==> config.mk <==
export PLATFORM = sky130hd
export DESIGN_NAME = pipe_ctrl
export DESIGN_NICKNAME = d
export VERILOG_FILES = /design/src/rtl/pipe_ctrl_pkg.sv /design/src/rtl/pipe_fwd.sv /design/src/rtl/pipe_ctrl.sv
export SDC_FILE = /design/constraint.sdc
export NUM_CORES = 1
export LEC_CHECK = 0
export CAP_MARGIN = 10
export CORE_MARGIN = 8
export CORE_UTILIZATION = 41
export CTS_CLUSTER_DIAMETER = 120
export DETAILED_ROUTE_END_ITERATION = 12
export GPL_ROUTABILITY_DRIVEN = 0
export PLACE_DENSITY = 0.82
export SLEW_MARGIN = 5
export SYNTH_ARGS = -nofsm -noshare
export SYNTH_HDL_FRONTEND = slang
export SYNTH_SLANG_ARGS = --single-unit
==> constraint.sdc <==
create_clock -name clk -period 3.1 [get_ports clk]
set_input_delay 0.93 -clock clk [delete_from_list [all_inputs] [get_ports clk]]
set_output_delay 0.93 -clock clk [all_outputs]
set_load 0.02 [all_outputs]
==> src/rtl/pipe_ctrl_pkg.sv <==
// Shared types for the pipeline hazard controller: FSM state encoding,
// forward-select codes and the MEM wait counter width.
package pipe_ctrl_pkg;

    typedef enum logic [1:0] {
        RUN   = 2'd0,
        MWAIT = 2'd1,
        ERR   = 2'd2
    } state_e;

    localparam logic [1:0] FWD_RF  = 2'b00;
    localparam logic [1:0] FWD_WB  = 2'b01;
    localparam logic [1:0] FWD_MEM = 2'b10;

    localparam int unsigned WCNT_W = 10;

endpackage

==> src/rtl/pipe_fwd.sv <==
// EX operand forwarding compare for one source register; MEM beats WB,
// and register 0 never forwards.
module pipe_fwd
    import pipe_ctrl_pkg::*;
(
    input  logic [4:0] src,
    input  logic [4:0] dstregM,
    input  logic       regwriteM,
    input  logic [4:0] dstregW,
    input  logic       regwriteW,
    output logic [1:0] sel
);

    always_comb begin
        sel = FWD_RF;
        if (regwriteW && (dstregW != 5'd0) && (dstregW == src)) begin
            sel = FWD_WB;
        end
        if (regwriteM && (dstregM != 5'd0) && (dstregM == src)) begin
            sel = FWD_MEM;
        end
    end

endmodule

==> src/rtl/pipe_ctrl.sv <==
// Five-stage pipeline hazard/sequencing controller: stalls, flushes, EX
// forwarding and MEM-wait timeout. PIPE_CTRL_PERF_EN adds stall/flush counters.
//
//   state | meaning
//   RUN   | normal issue; load-use and redirect handled here
//   MWAIT | data-memory access outstanding, whole pipe frozen
//   ERR   | MEM access timed out, pipe frozen until reset
module pipe_ctrl
    import pipe_ctrl_pkg::*;
#(
    parameter int unsigned TIMEOUT = 255
) (
    input  logic        clk,
    input  logic        rst_n,
    input  logic [4:0]  rsD,
    input  logic [4:0]  rtD,
    input  logic [4:0]  rsE,
    input  logic [4:0]  rtE,
    input  logic [4:0]  dstregE,
    input  logic        memtoregE,
    input  logic [4:0]  dstregM,
    input  logic        regwriteM,
    input  logic [4:0]  dstregW,
    input  logic        regwriteW,
    input  logic        redirectM,
    input  logic        memreqM,
    input  logic        memreadyM,
    output logic        stallF,
    output logic        stallD,
    output logic        stallE,
    output logic        stallM,
    output logic        flushD,
    output logic        flushE,
    output logic        flushM,
    output logic [1:0]  fwdA,
    output logic [1:0]  fwdB,
    output logic        busy,
    output logic        mem_err
`ifdef PIPE_CTRL_PERF_EN
    ,
    output logic [31:0] stall_cnt,
    output logic [31:0] flush_cnt
`endif
);

    localparam logic [WCNT_W-1:0] TIMEOUT_C = TIMEOUT[WCNT_W-1:0];

    state_e              state_q, state_d;
    logic [WCNT_W-1:0]   wcnt_q, wcnt_d;
    logic                mem_err_q, mem_err_d;
    logic                mw, lu;
    logic [1:0]          fwd_a_raw, fwd_b_raw;

    assign mw = memreqM && !memreadyM;
    assign lu = memtoregE && (dstregE != 5'd0) &&
                ((dstregE == rsD) || (dstregE == rtD));

    pipe_fwd u_fwd_a (
        .src(rsE), .dstregM(dstregM), .regwriteM(regwriteM),
        .dstregW(dstregW), .regwriteW(regwriteW), .sel(fwd_a_raw)
    );

    pipe_fwd u_fwd_b (
        .src(rtE), .dstregM(dstregM), .regwriteM(regwriteM),
        .dstregW(dstregW), .regwriteW(regwriteW), .sel(fwd_b_raw)
    );

    always_comb begin
        state_d   = state_q;
        wcnt_d    = wcnt_q;
        mem_err_d = mem_err_q;
        case (state_q)
            RUN: begin
                if (mw) begin
                    state_d = MWAIT;
                    wcnt_d  = {{(WCNT_W-1){1'b0}}, 1'b1};
                end
            end
            MWAIT: begin
                if (memreadyM) begin
                    state_d = RUN;
                    wcnt_d  = '0;
                end else if (wcnt_q == TIMEOUT_C) begin
                    state_d   = ERR;
                    mem_err_d = 1'b1;
                end else begin
                    wcnt_d = wcnt_q + 1'b1;
                end
            end
            ERR: begin
            end
            default: begin
                state_d = RUN;
                wcnt_d  = '0;
            end
        endcase
    end

    // Held redirect/load-use inside MWAIT falls out naturally: mw dominates
    // until memreadyM rises, then the lower-priority action shows through.
    always_comb begin
        stallF = 1'b0;
        stallD = 1'b0;
        stallE = 1'b0;
        stallM = 1'b0;
        flushD = 1'b0;
        flushE = 1'b0;
        flushM = 1'b0;
        if (!rst_n) begin
            flushD = 1'b1;
            flushE = 1'b1;
            flushM = 1'b1;
        end else if ((state_q == ERR) || mw) begin
            stallF = 1'b1;
            stallD = 1'b1;
            stallE = 1'b1;
            stallM = 1'b1;
        end else if (redirectM) begin
            flushD = 1'b1;
            flushE = 1'b1;
            flushM = 1'b1;
        end else if (lu) begin
            stallF = 1'b1;
            stallD = 1'b1;
            flushE = 1'b1;
        end
    end

    assign fwdA    = rst_n ? fwd_a_raw : FWD_RF;
    assign fwdB    = rst_n ? fwd_b_raw : FWD_RF;
    assign busy    = (state_q == MWAIT);
    assign mem_err = mem_err_q;

    always_ff @(posedge clk) begin
        if (!rst_n) begin
            state_q   <= RUN;
            wcnt_q    <= '0;
            mem_err_q <= 1'b0;
        end else begin
            state_q   <= state_d;
            wcnt_q    <= wcnt_d;
            mem_err_q <= mem_err_d;
        end
    end

`ifdef PIPE_CTRL_PERF_EN
    logic [31:0] stall_cnt_q, stall_cnt_d;
    logic [31:0] flush_cnt_q, flush_cnt_d;

    always_comb begin
        stall_cnt_d = stall_cnt_q + (stallF ? 32'd1 : 32'd0);
        flush_cnt_d = flush_cnt_q + (flushE ? 32'd1 : 32'd0);
    end

    always_ff @(posedge clk) begin
        if (!rst_n) begin
            stall_cnt_q <= '0;
            flush_cnt_q <= '0;
        end else begin
            stall_cnt_q <= stall_cnt_d;
            flush_cnt_q <= flush_cnt_d;
        end
    end

    assign stall_cnt = stall_cnt_q;
    assign flush_cnt = flush_cnt_q;
`endif

endmodule

==> impl_metrics.json, run 1 <==
{
  "die_x_um": 69.2,
  "core_area_um2": 2730,
  "worstPathCellList": "buf_8 -> or4_4 -> o21ai_4 -> buf_6 -> nor4_4 -> nor4_4 -> buf_4",
  "timing.final.max_slew_violations": 0,
  "finalInstanceArea_um2": 2040,
  "r2r_slack_ps": 1270,
  "crit_path_frequent_cell": "nor4_4",
  "drc": 0,
  "relSlewSlack_pct": 54.7,
  "overflow": 0,
  "finish.utilization_pct": 74.6,
  "area_growth_pct": 75.5,
  "grt_pass1_vias": 1612,
  "cts_root_buf": "clkbuf_4",
  "layoutNonFillerInstCount": 253,
  "critPathRequiredTime_ps": 2170,
  "power_density_nw_per_um2": 231,
  "portBuffers": 55,
  "pwr-share-comb_pct": 41.4,
  "r2r_cells": 5,
  "cts_made_buffers": 3,
  "worstSkewPairLatency_ps": 270,
  "synth_top_area_share_pct": 22.4,
  "cts_tree": "done",
  "setup_ws_ps": -205,
  "yosys.area.top_type": "dfxtp_1",
  "clk_path_buf_depth": 2,
  "period_share_pct": 107,
  "worst-setup-path-type": "primary input to output pin",
  "htree_levels": 1,
  "r2r-start": "wcnt_q[0]",
  "grt_start_max_net_pins": 19,
  "p_sw_share_pct": 32.5,
  "antenna_left": 0,
  "synth_warnings": 0,
  "dp_slack_ps": -995,
  "cell_internal_pwr_uw": 318,
  "drtIter0Drc": 68,
  "rows": 19,
  "firstDrtPassIters": 4,
  "cp-end-kind": "output pin",
  "synth_area_um2": 1160,
  "syn-mean-instance-area_um2": 8.07,
  "dp.cells": 245,
  "dr_total_vias": 1444,
  "synth.most_common_cell": "xor2_1",
  "finalSetupViolations": 3,
  "antenna_found_initial": 0,
  "endpoint": "fwdB[0]",
  "violations": "negative setup slack",
  "worstMarginPinSlew_ps": 676,
  "cts.sinks": 13,
  "syn-num-nets": 188,
  "finalHoldViolCount": 0,
  "die_area_um2": 4790,
  "async_reset_ff_share_pct": 0,
  "cts.reportedPaths.clkPinSlew_ps": 80,
  "p_sw_uw": 153,
  "drv_cap": 0,
  "rsz0062_at_grt": "yes",
  "hpwl_mm": 3.30,
  "fin_nets": 267,
  "outcome": "finished, violations left",
  "die_height_um": 69.2,
  "drive_above_1_share_pct": 37.4,
  "synthTopCellsByArea": "dfxtp_1 22%, xor2_1 18%, or4_1 7.1%",
  "synth-main-ff-cell": "dfxtp_1",
  "io_pins": 56,
  "vdd.ir_drop.worst_uv": 194,
  "syn_inst": 144,
  "p_leak_nw": 0.872,
  "slowest_stage": "or4_4",
  "grt_pass1_wl_mm": 6.80,
  "fin_worst_skew_ps": 1.25,
  "fin_crit_ps": 3310,
  "placed_cell_area_um2": 1910,
  "hp-class": "flop to flop",
  "r2r-end": "wcnt_q[9]",
  "start_kind": "primary input",
  "wirelength_mm": 4.41,
  "cpPeakStageDelay_ps": 540,
  "max_freq_mhz": 303,
  "cts_hold_buffers": 0,
  "initial_core_util_pct": 42.5,
  "antenna_cells": 0,
  "seq_power_share_pct": 36.4,
  "synth.distinct_cells": 37,
  "yosysSeqAreaShare_pct": 22.4,
  "grt_use_total_pct": 16.4,
  "cp.arrival_ps": 2380,
  "startpoint": "dstregM[3]",
  "pwr-share-clk_pct": 22.2,
  "synth_seq_cells": 13,
  "synth_edf_count": 0,
  "viasPerCell": 5.71,
  "wire_per_inst_um": 17.4,
  "critical_path.max_fanout": 3,
  "yosys-top-cells-count": "24 x xor2_1, 13 x dfxtp_1, 11 x or4_1"
}
sequential cells by signal, indices dropped and copies added, names as in the netlist:
name,flops
wcnt_q,10
state_q,2
mem_err,1
routing by layer:
layer | up-vias | GRT usage, % | wire length (µm)
met2 | 62 | 28.7 | 2210
met4 | 0 | 7.06 | 116
met5 | - | 0 | 0
met1 | 679 | 17.2 | 1750
li1 | 689 | - | -
met3 | 14 | 5.72 | 340
cell families after synthesis:
logic type | after synthesis | share of synthesized area (%)
buffers and inverters | 14 | 6.46
AND/OR/NAND/NOR | 50 | 27.8
adder cells (fa/ha/maj) | 1 | 1.08
AO/OA/AOI/OAI | 36 | 19.7
XOR/XNOR | 30 | 22.6
flip-flops | 13 | 22.4
worst min-delay path by stage:
stage	from	end	depth (start not counted)
2_1_floorplan	wcnt_q[4]	wcnt_q[4]	2
3_3_place_gp	wcnt_q[4]	wcnt_q[4]	2
3_5_place_dp	wcnt_q[4]	wcnt_q[4]	2
4_1_cts	wcnt_q[4]	wcnt_q[4]	2
5_1_grt	wcnt_q[9]	wcnt_q[9]	2
6_report	wcnt_q[4]	wcnt_q[4]	2
cell usage in the layout (no fill, tap or decap), types with 4 or more instances in the layout:
master / Yosys / final
clkdlybuf4s15_1: 0 / 5
a21oi_1: 10 / 10
nor2_1: 6 / 6
or4_1: 11 / 6
buf_4: 3 / 30
dfxtp_1: 13 / 13
clkbuf_2: 0 / 9
nor4_4: 0 / 4
dlygate4sd2_1: 0 / 15
buf_6: 1 / 4
dlymetal6s2s_1: 0 / 4
xor2_1: 24 / 22
buf_2: 3 / 4
o31ai_1: 7 / 6
or4_4: 0 / 5
o21ai_0: 8 / 4
nand2_1: 4 / 4
clkdlybuf4s50_1: 0 / 6
inv_1: 6 / 6
repair_timing:
item                       CTS  global route
resized for setup          129            33
pin swaps                   22            24
hold endpoints to repair     0             0
buffers inserted             3             1
setup endpoints to repair   11            11
area by class of cell:
| cell class | instances | area, µm² |
|---|---|---|
| clock buffers | 4 | 26.3 |
| fillers | 189 | 694 |
| inverters | 6 | 22.5 |
| multi-input cells | 117 | 1000 |
| flip-flops and latches | 13 | 260 |
| well taps | 31 | 38.8 |
| repair buffers | 82 | 691 |
power groups by stage:
stage,Clock [mW],Combinational [mW],Sequential [mW]
after floorplan,0,0.0695,0.174
after global placement,0,0.173,0.175
after detailed placement,0,0.180,0.175
after CTS,0.108,0.183,0.171
after global routing,0.112,0.207,0.171
final,0.105,0.195,0.171
per-stage QoR:
step	hold WS [ps]	TNS (ps)	power [mW]
finish	483	-405	0.470
global placement	456	-7100	0.347
CTS	481	-413	0.462
global route	523	-604	0.490
floorplan	447	0	0.244
detailed placement	468	-7480	0.355
worst max-delay path, delay by kind of cell:
family / cells / cell delay (ps)
AO/OA/AOI/OAI: 1 / 180
buffers and inverters: 3 / 410
AND/OR/NAND/NOR: 3 / 850
Power figures use the tool's default switching activity.
==> run 2, diff against run 1 <==
--- a/config.mk
+++ b/config.mk
@@ -7,12 +7,13 @@
 export LEC_CHECK = 0
 export CAP_MARGIN = 10
 export CORE_MARGIN = 8
-export CORE_UTILIZATION = 41
+export CORE_UTILIZATION = 45
 export CTS_CLUSTER_DIAMETER = 120
 export DETAILED_ROUTE_END_ITERATION = 12
 export GPL_ROUTABILITY_DRIVEN = 0
-export PLACE_DENSITY = 0.82
+export PLACE_DENSITY = 0.87
 export SLEW_MARGIN = 5
 export SYNTH_ARGS = -nofsm -noshare
 export SYNTH_HDL_FRONTEND = slang
+export SYNTH_HIERARCHICAL = 1
 export SYNTH_SLANG_ARGS = --single-unit
==> constraint.sdc (replaced) <==
create_clock -name clk -period 4.1 [get_ports clk]
set_input_delay 1.23 -clock clk [delete_from_list [all_inputs] [get_ports clk]]
set_output_delay 1.23 -clock clk [all_outputs]
set_load 0.02 [all_outputs]
==> run 2 against run 1 <==
Compared with the run above:
- the flow now finishes without violations
- critical path type unchanged
- clock power decreased by 21%
- largest power group is now sequential cells
- via count decreased by 2.1%
- combinational power decreased by 34%
- synthesized cell count increased by 6.9%
- die area decreased by 1.8%
- routed wire length decreased by 8.2%
- power decreased by 28%
- largest cell class unchanged
- clock skew increased by 1.5 ps
- global-route usage increased by 2.4 points
- design area decreased by 6.1%
- final cell count decreased by 1.2%
- clock-buffer cell count decreased by 1
==> impl_metrics.json, run 2 <==
{
  "largest_reg_flops": 10,
  "synth_xor_area_share_pct": 18.3,
  "viasPerCell": 5.66,
  "syn_inst": 154,
  "power_density_nw_per_um2": 178,
  "antenna_left": 0,
  "fin_crit_ps": 4000,
  "worst-setup-path-type": "primary input to output pin",
  "wirelength_mm": 4.05,
  "min_path_cells": 2,
  "grt_use_total_pct": 18.8,
  "synth_fa_ha_area_share_pct": 1.00,
  "synth_seq_cells": 13,
  "synth_top_family_by_area": "simple AND/OR/NAND/NOR gates",
  "finalSetupViolations": 0,
  "cts.reportedPaths.clkPinSlew_ps": 80,
  "yosys-top-cells-count": "16 x xor2_1, 13 x dfxtp_1, 10 x nand2_1, 10 x xnor2_1",
  "worstMarginPinSlew_ps": 626,
  "drtIter0Drc": 56,
  "drv_cap": 0,
  "holdCritStartpoint": "wcnt_q[9]",
  "synth_top_area_share_pct": 20.9,
  "grt_pass1_vias": 1514,
  "yosys.area.top_type": "dfxtp_1",
  "layout_commonest_cell": "clkdlybuf4s50_1",
  "cp-end-kind": "output pin",
  "cp.arrival_ps": 2770,
  "synth_warnings": 6,
  "worstSkewPairLatency_ps": 280,
  "synth-main-ff-cell": "dfxtp_1",
  "async_reset_ff_share_pct": 0,
  "grt_start_max_net_pins": 14,
  "synth.distinct_cells": 41,
  "synth_area_um2": 1250,
  "syn-num-nets": 198,
  "finish.utilization_pct": 71.3,
  "startpoint": "rsE[1]",
  "die_x_um": 68.6,
  "fin_worst_skew_ps": 2.80,
  "cpPeakStageDelay_ps": 550,
  "cts.sinks": 13,
  "cts_made_buffers": 3,
  "cts_tree": "done",
  "grt_pass1_wl_mm": 6.82,
  "yosysSeqAreaShare_pct": 20.9,
  "die_height_um": 68.6,
  "critical_path.max_fanout": 3,
  "rsz0062_at_grt": "no",
  "max_freq_mhz": 250,
  "hp-class": "flop to flop",
  "core_area_um2": 2690,
  "setup_ws_ps": 98.8,
  "clk_path_buf_depth": 2,
  "area_growth_pct": 53.6,
  "rows": 19,
  "drive_above_1_share_pct": 17.4,
  "dp_slack_ps": -404,
  "layout_common_cells": "33 x clkdlybuf4s50_1, 16 x xor2_1, 13 x dfxtp_1, 12 x buf_4",
  "hpwl_mm": 3.41,
  "die_area_um2": 4710,
  "relSlewSlack_pct": 58.0,
  "layoutNonFillerInstCount": 250,
  "start_kind": "primary input",
  "synth-compound-area-share_pct": 20.5,
  "top_register": "wcnt_q",
  "portBuffers": 55,
  "slowest_stage": "clkdlybuf4s50_1",
  "io_pins": 56,
  "worstPathCellList": "clkdlybuf4s50_1 -> xnor2_1 -> nand3_1 -> a211oi_2 -> nor3_2 -> and2_1 -> clkdlybuf4s15_2",
  "cts_setup_buffers": 0,
  "initial_core_util_pct": 46.4,
  "syn-mean-instance-area_um2": 8.09,
  "fin_nets": 264,
  "outcome": "finished, final reports clean",
  "p_leak_nw": 0.767,
  "synth.most_common_cell": "xor2_1",
  "antenna_cells": 0,
  "synth_edf_count": 0,
  "wire_per_inst_um": 16.2,
  "antenna_found_initial": 0,
  "dr_total_vias": 1414,
  "vdd.ir_drop.worst_uv": 173,
  "synthMuxAreaShare_pct": 1.61,
  "firstDrtPassIters": 4,
  "synthSimpleGateAreaFrac_pct": 33.5,
  "finalHoldViolCount": 0,
  "drc": 0,
  "dp.cells": 246,
  "period_share_pct": 97.6,
  "timing.final.max_slew_violations": 0,
  "synthTopCellsByArea": "dfxtp_1 21%, xor2_1 11%, xnor2_1 7.0%",
  "r2r_cells": 4,
  "overflow": 0,
  "r2r-start": "state_q[0]",
  "cts_root_buf": "clkbuf_4",
  "htree_levels": 1,
  "critPathRequiredTime_ps": 2870
}
-- run 2: area by class of cell --
type | instances | area (µm²)
multi-input cells | 131 | 945
fillers | 212 | 772
repair buffers | 67 | 628
flip-flops and latches | 13 | 260
well taps | 31 | 38.8
clock buffers | 3 | 22.5
inverters | 4 | 15.0
clock inverters | 1 | 5.00
-- run 2: kinds of logic after synthesis --
group,after synthesis
compound gates,36
xor+xnor,26
mux,2
simple gates,66
flops,13
buf+inv,10
fa+ha+maj,1
-- run 2: critical path: cells and delay by family --
kind / cells / cell delay (ps)
AO/OA/AOI/OAI: 1 / 230
XOR/XNOR: 1 / 150
AND/OR/NAND/NOR: 3 / 360
buffers and inverters: 2 / 800
-- run 2: final timing paths --
check	endpoint	slack, ps
setup / recovery	fwdA[0]	100
hold / removal	wcnt_q[9]	480
setup reg to reg	wcnt_q[5]	2080
hold reg to reg	wcnt_q[9]	480
-- run 2: through the flow --
step / hold slack (ps) / cell area [µm²] / power, mW / setup TNS [ps]
final: 482 / 1910 / 0.341 / 0
after global routing: 505 / 1910 / 0.365 / 0
after CTS: 485 / 1900 / 0.343 / 0
after detailed placement: 464 / 1890 / 0.264 / -2910
after global placement: 450 / 1890 / 0.259 / -2320
after floorplan: 447 / 1250 / 0.185 / 0
-- run 2: where the power goes --
| part | switching (mW) | leakage, nW | internal (mW) |
|---|---|---|---|
| clock | 0.0469 | 0.0177 | 0.0363 |
| combinational | 0.0576 | 0.644 | 0.0703 |
| sequential | 0.00223 | 0.105 | 0.128 |
| total | 0.107 | 0.767 | 0.234 |
-- run 2: per-layer routing --
| layer | routed length (µm) | GRT usage, % |
|---|---|---|
| met1 | 1680 | 20.8 |
| met5 | 0 | 0 |
| met4 | 68 | 5.63 |
| met3 | 232 | 5.17 |
| met2 | 2070 | 33.8 |
-- run 2: timing repair --
item                                    in CTS  in global routing
pin swaps                                    5                  2
hold buffers                                 0                  0
gates resized for setup                     33                 11
endpoints found under the setup margin      11                  8
gates cloned                                 0                  0
==> run 3, diff against run 2 <==
--- a/config.mk
+++ b/config.mk
@@ -12,6 +12,7 @@
 export DETAILED_ROUTE_END_ITERATION = 12
 export GPL_ROUTABILITY_DRIVEN = 0
 export PLACE_DENSITY = 0.87
+export SKIP_CTS_REPAIR_TIMING = 1
 export SLEW_MARGIN = 5
 export SYNTH_ARGS = -nofsm -noshare
 export SYNTH_HDL_FRONTEND = slang
==> run 3 against run 2 <==
Compared with the run above:
- final cell count increased by 0.40%
- power increased by 1.0%
- core utilization increased by 1.2 points
- critical path depth unchanged
- global-route usage unchanged
- combinational power about the same
==> impl_metrics.json, run 3 (synthesized netlist as in run 2, its figures left out) <==
{
  "die_height_um": 68.6,
  "top_register": "wcnt_q",
  "cts.sinks": 13,
  "finalSetupViolations": 0,
  "hold_end": "wcnt_q[9]",
  "clk_path_buf_depth": 2,
  "vdd.ir_drop.worst_uv": 175,
  "wire_per_inst_um": 16.5,
  "max_freq_mhz": 247,
  "wirelength_mm": 4.14,
  "hpwl_mm": 3.41,
  "relSlewSlack_pct": 58.4,
  "fill_cells": 193,
  "fin_nets": 265,
  "io_pins": 56,
  "layout_common_cells": "38 x clkdlybuf4s50_1, 16 x xor2_1, 13 x dlymetal6s2s_1, 13 x dfxtp_1, 13 x buf_4",
  "drc": 0,
  "layout_commonest_cell": "clkdlybuf4s50_1",
  "worstSkewPairLatency_ps": 280,
  "overflow": 0,
  "fin_worst_skew_ps": 2.47,
  "worstMarginPinSlew_ps": 620,
  "grt_pass1_wl_mm": 6.83,
  "start_kind": "primary input",
  "seqCellArea_um2": 260,
  "p_leak_nw": 0.861,
  "antenna_found_initial": 0,
  "timing.final.max_slew_violations": 0,
  "area_growth_pct": 56.2,
  "largest_reg_flops": 10,
  "cts_tree": "done",
  "initial_core_util_pct": 46.4,
  "drv_cap": 0,
  "placed_cell_area_um2": 1890,
  "r2r_slack_ps": 2080,
  "r2r_cells": 4,
  "grt_pass1_vias": 1527,
  "dp.cells": 246,
  "finalInstanceArea_um2": 1950,
  "holdWs_ps": 482,
  "portBuffers": 55,
  "dr_total_vias": 1418,
  "busiest_layer": "met2",
  "die_area_um2": 4710,
  "critical_path.max_fanout": 3,
  "antenna_cells": 0,
  "multi_input_area_um2": 945,
  "r2r-start": "state_q[0]",
  "cts_root_buf": "clkbuf_4",
  "finish.utilization_pct": 72.5,
  "min_path_cells": 2,
  "r2r-end": "wcnt_q[5]",
  "viasPerCell": 5.65,
  "grt_start_max_net_pins": 14,
  "outcome": "finished, final reports clean",
  "holdCritStartpoint": "wcnt_q[9]",
  "cts_made_buffers": 3,
  "cp-end-kind": "output pin",
  "finalHoldViolCount": 0,
  "power_uw": 344,
  "gr-usage-met1_pct": 20.7,
  "worst-setup-path-type": "primary input to output pin",
  "firstDrtPassIters": 4,
  "cts.reportedPaths.clkPinSlew_ps": 80,
  "hp-class": "flop to flop",
  "drtIter0Drc": 51,
  "drive_above_1_share_pct": 15.0,
  "fin_crit_ps": 4040,
  "layoutNonFillerInstCount": 251,
  "rows": 19,
  "grt_use_total_pct": 18.8,
  "core_area_um2": 2690,
  "met3_usage_pct": 5.33,
  "critPathRequiredTime_ps": 2870,
  "die_x_um": 68.6,
  "htree_levels": 1,
  "antenna_left": 0,
  "cp.arrival_ps": 2810,
  "power_density_nw_per_um2": 177,
  "use_met2_pct": 33.8,
  "period_share_pct": 98.6
}
run 3: changes by cell type in the layout (fill, tap and decap cells not counted), sizes merged:
cell	change
buf	-1
clkbuf	+2
clkdlybuf4s15	-3
clkdlybuf4s50	+5
dlygate4sd2	-9
dlymetal6s2s	+7
run 3: worst max path at each step:
stage	from	endpoint	slack [ps]	depth (start not counted)
2_1_floorplan	memreqM	stallF	70	5
3_3_place_gp	dstregE[0]	stallF	-330	7
3_5_place_dp	dstregM[1]	fwdB[0]	-400	6
4_1_cts	dstregM[1]	fwdB[0]	-410	6
5_1_grt	dstregE[2]	stallF	-2	6
6_report	rtE[3]	fwdB[1]	60	7
run 3: final cells by class:
cell class	instances	area share (%)
multi-input combinational	131	48.5
tap	31	1.99
sequential	13	13.4
clock inverter	1	0.257
inverter	4	0.771
clock buffer	3	1.16
timing repair buffer	68	33.9
run 3: layer usage:
metal	share of wire, %	vias to the layer above
met2	53	50
met4	1.1	0
met1	40	666
li1	-	698
met3	6.1	4
met5	0	-
run 3: stage by stage:
| step | setup TNS [ps] | worst slack (ps) |
|---|---|---|
| after floorplan | 0 | 72.6 |
| after global placement | -2320 | -334 |
| after detailed placement | -2910 | -404 |
| after CTS | -3010 | -406 |
| after global routing | -2.10 | -2.10 |
| final | 0 | 56.8 |
run 3: critical path, cell delays in order:
cell	delay, ps
clkdlybuf4s50_1	540
xnor2_1	140
nand3_1	140
a211oi_2	300
buf_4	160
and2_1	130
clkbuf_2	170
run 3: where the power goes:
part           switching, mW  total (mW)  internal, mW
Clock                 0.0470      0.0833        0.0363
Sequential           0.00223       0.130         0.128
Combinational         0.0584       0.131        0.0729
==> RTL change: new RTL, flow settings as in run 1 <==
Set the package constant `WCNT_W` to 5 (it was 10).
--- a/src/rtl/pipe_ctrl_pkg.sv
+++ b/src/rtl/pipe_ctrl_pkg.sv
@@ -12,7 +12,7 @@
     localparam logic [1:0] FWD_WB  = 2'b01;
     localparam logic [1:0] FWD_MEM = 2'b10;
 
-    localparam int unsigned WCNT_W = 10;
+    localparam int unsigned WCNT_W = 5;
 
 endpackage
 
Check against the original RTL: same outputs for any inputs over 10 cycles, from zero or initial values and one cycle with rst_n low; that may be too few to reach the edited logic, so the function may still have changed.
==> RTL change against run 1 <==
The flow still finishes with violations (setup timing). Synthesized cell count fell by 26%. Final cell count fell by 15%. Total power fell by 17%. Sequential cell count fell by 5. Largest power group unchanged. Highest routed layer unchanged. Routed wire length fell by 6.7%. Critical path depth fell by 1. Area after synthesis fell by 24%. Final area fell by 13%. Worst setup slack improved by 0.049 ns.
==> RTL change: results (changes against run 1) <==
Fill cells - 97 (was 189)
Setup TNS - -0.269 ns (was -0.405 ns)
Compound-Gate Fraction of Synth Area - 0.152 (was 0.197)
Multi-Input Combinational - 89 (was 117)
Dpl ws - -0.989 ns (was -0.995 ns)
Reg2reg end - wcnt_q[3]$_SDFFE_PN0P_ (was wcnt_q[9]$_SDFFE_PN0P_)
Multi-input logic area - 858 um^2 (was 0.00100 mm^2)
Vias post-DR - 1,138 (was 1,444)
Setup ws final - -0.156 ns (was -0.205 ns)
Top cells by count, synth - 25 x xor2_1, 8 x dfxtp_1, 6 x xnor2_1 (was 24 x xor2_1, 13 x dfxtp_1, 11 x or4_1, 10 x a21oi_1, 8 x o21ai_0)
Number of flip-flops in the largest register - 5 (was 10)
Met3 WL post-DR - 208 um (was 340 um)
Wire per inst - 19.1 um (was 17.4 um)
CP Max Fanout - 2 (was 3)
Critical hold path startpoint - mem_err$_SDFFE_PN0P_ (was wcnt_q[4]$_SDFFE_PN0P_)
Synthesis-to-finish area growth - 103% (was 75.5%)
Maximum VDD drop - 0.000188 V (was 0.000194 V)
Failing checks - setup timing (unchanged)
Hold slack final - 0.477 ns (was 0.483 ns)
Outcome - finished with violations (unchanged)
Largest net degree at the start of global routing - 13 (was 19)
Syn_nets - 151 (was 188)
Worst reg2reg path depth - 7 (was 5)
Leak - 0.807 nW (was 0.872 nW)
Syn Inst Count - 106 (was 144)
Post-synthesis mux area share - 0.0228 (was 0)
Library cells used by synthesis - 34 (was 37)
Finish-stage setup viols - 2 (was 3)
Worst-path clk slew - 0.06 ns (was 0.08 ns)
DRT met1 WL - 1540 um (was 1750 um)
## RTL change: cell count changes after synthesis, moves of 3 or more
cell / run 1 / this run
a21oi_1: 10 / 1
o31ai_1: 7 / 1
or4_1: 11 / 5
dfxtp_1: 13 / 8
and2_1: 3 / 0
nand4_1: 3 / 0
nor2b_1: 1 / 4
o21ai_0: 8 / 5
## RTL change: routing by layer
layer,vias up,global-route usage
li1,536,-
met1,526,0.190
met2,55,0.323
met3,21,0.0430
met4,0,0.0513
met5,-,0
## RTL change: how the worst max path moves through the flow
stage / end / slack (ns) / depth (start not counted)
after global placement: fwdA[0] / -0.90 / 6
after detailed placement: fwdA[0] / -0.99 / 6
after global routing: fwdA[0] / -0.17 / 6
after CTS: fwdA[0] / -0.17 / 6
after floorplan: fwdA[0] / 0.02 / 4
final: fwdA[0] / -0.16 / 6
## RTL change: where the power goes
group          internal (mW)  switching, mW  leakage [nW]
clock                 0.0446         0.0405        0.0138
sequential             0.105        0.00218        0.0649
combinational          0.103         0.0968         0.728
total                  0.252          0.139         0.807
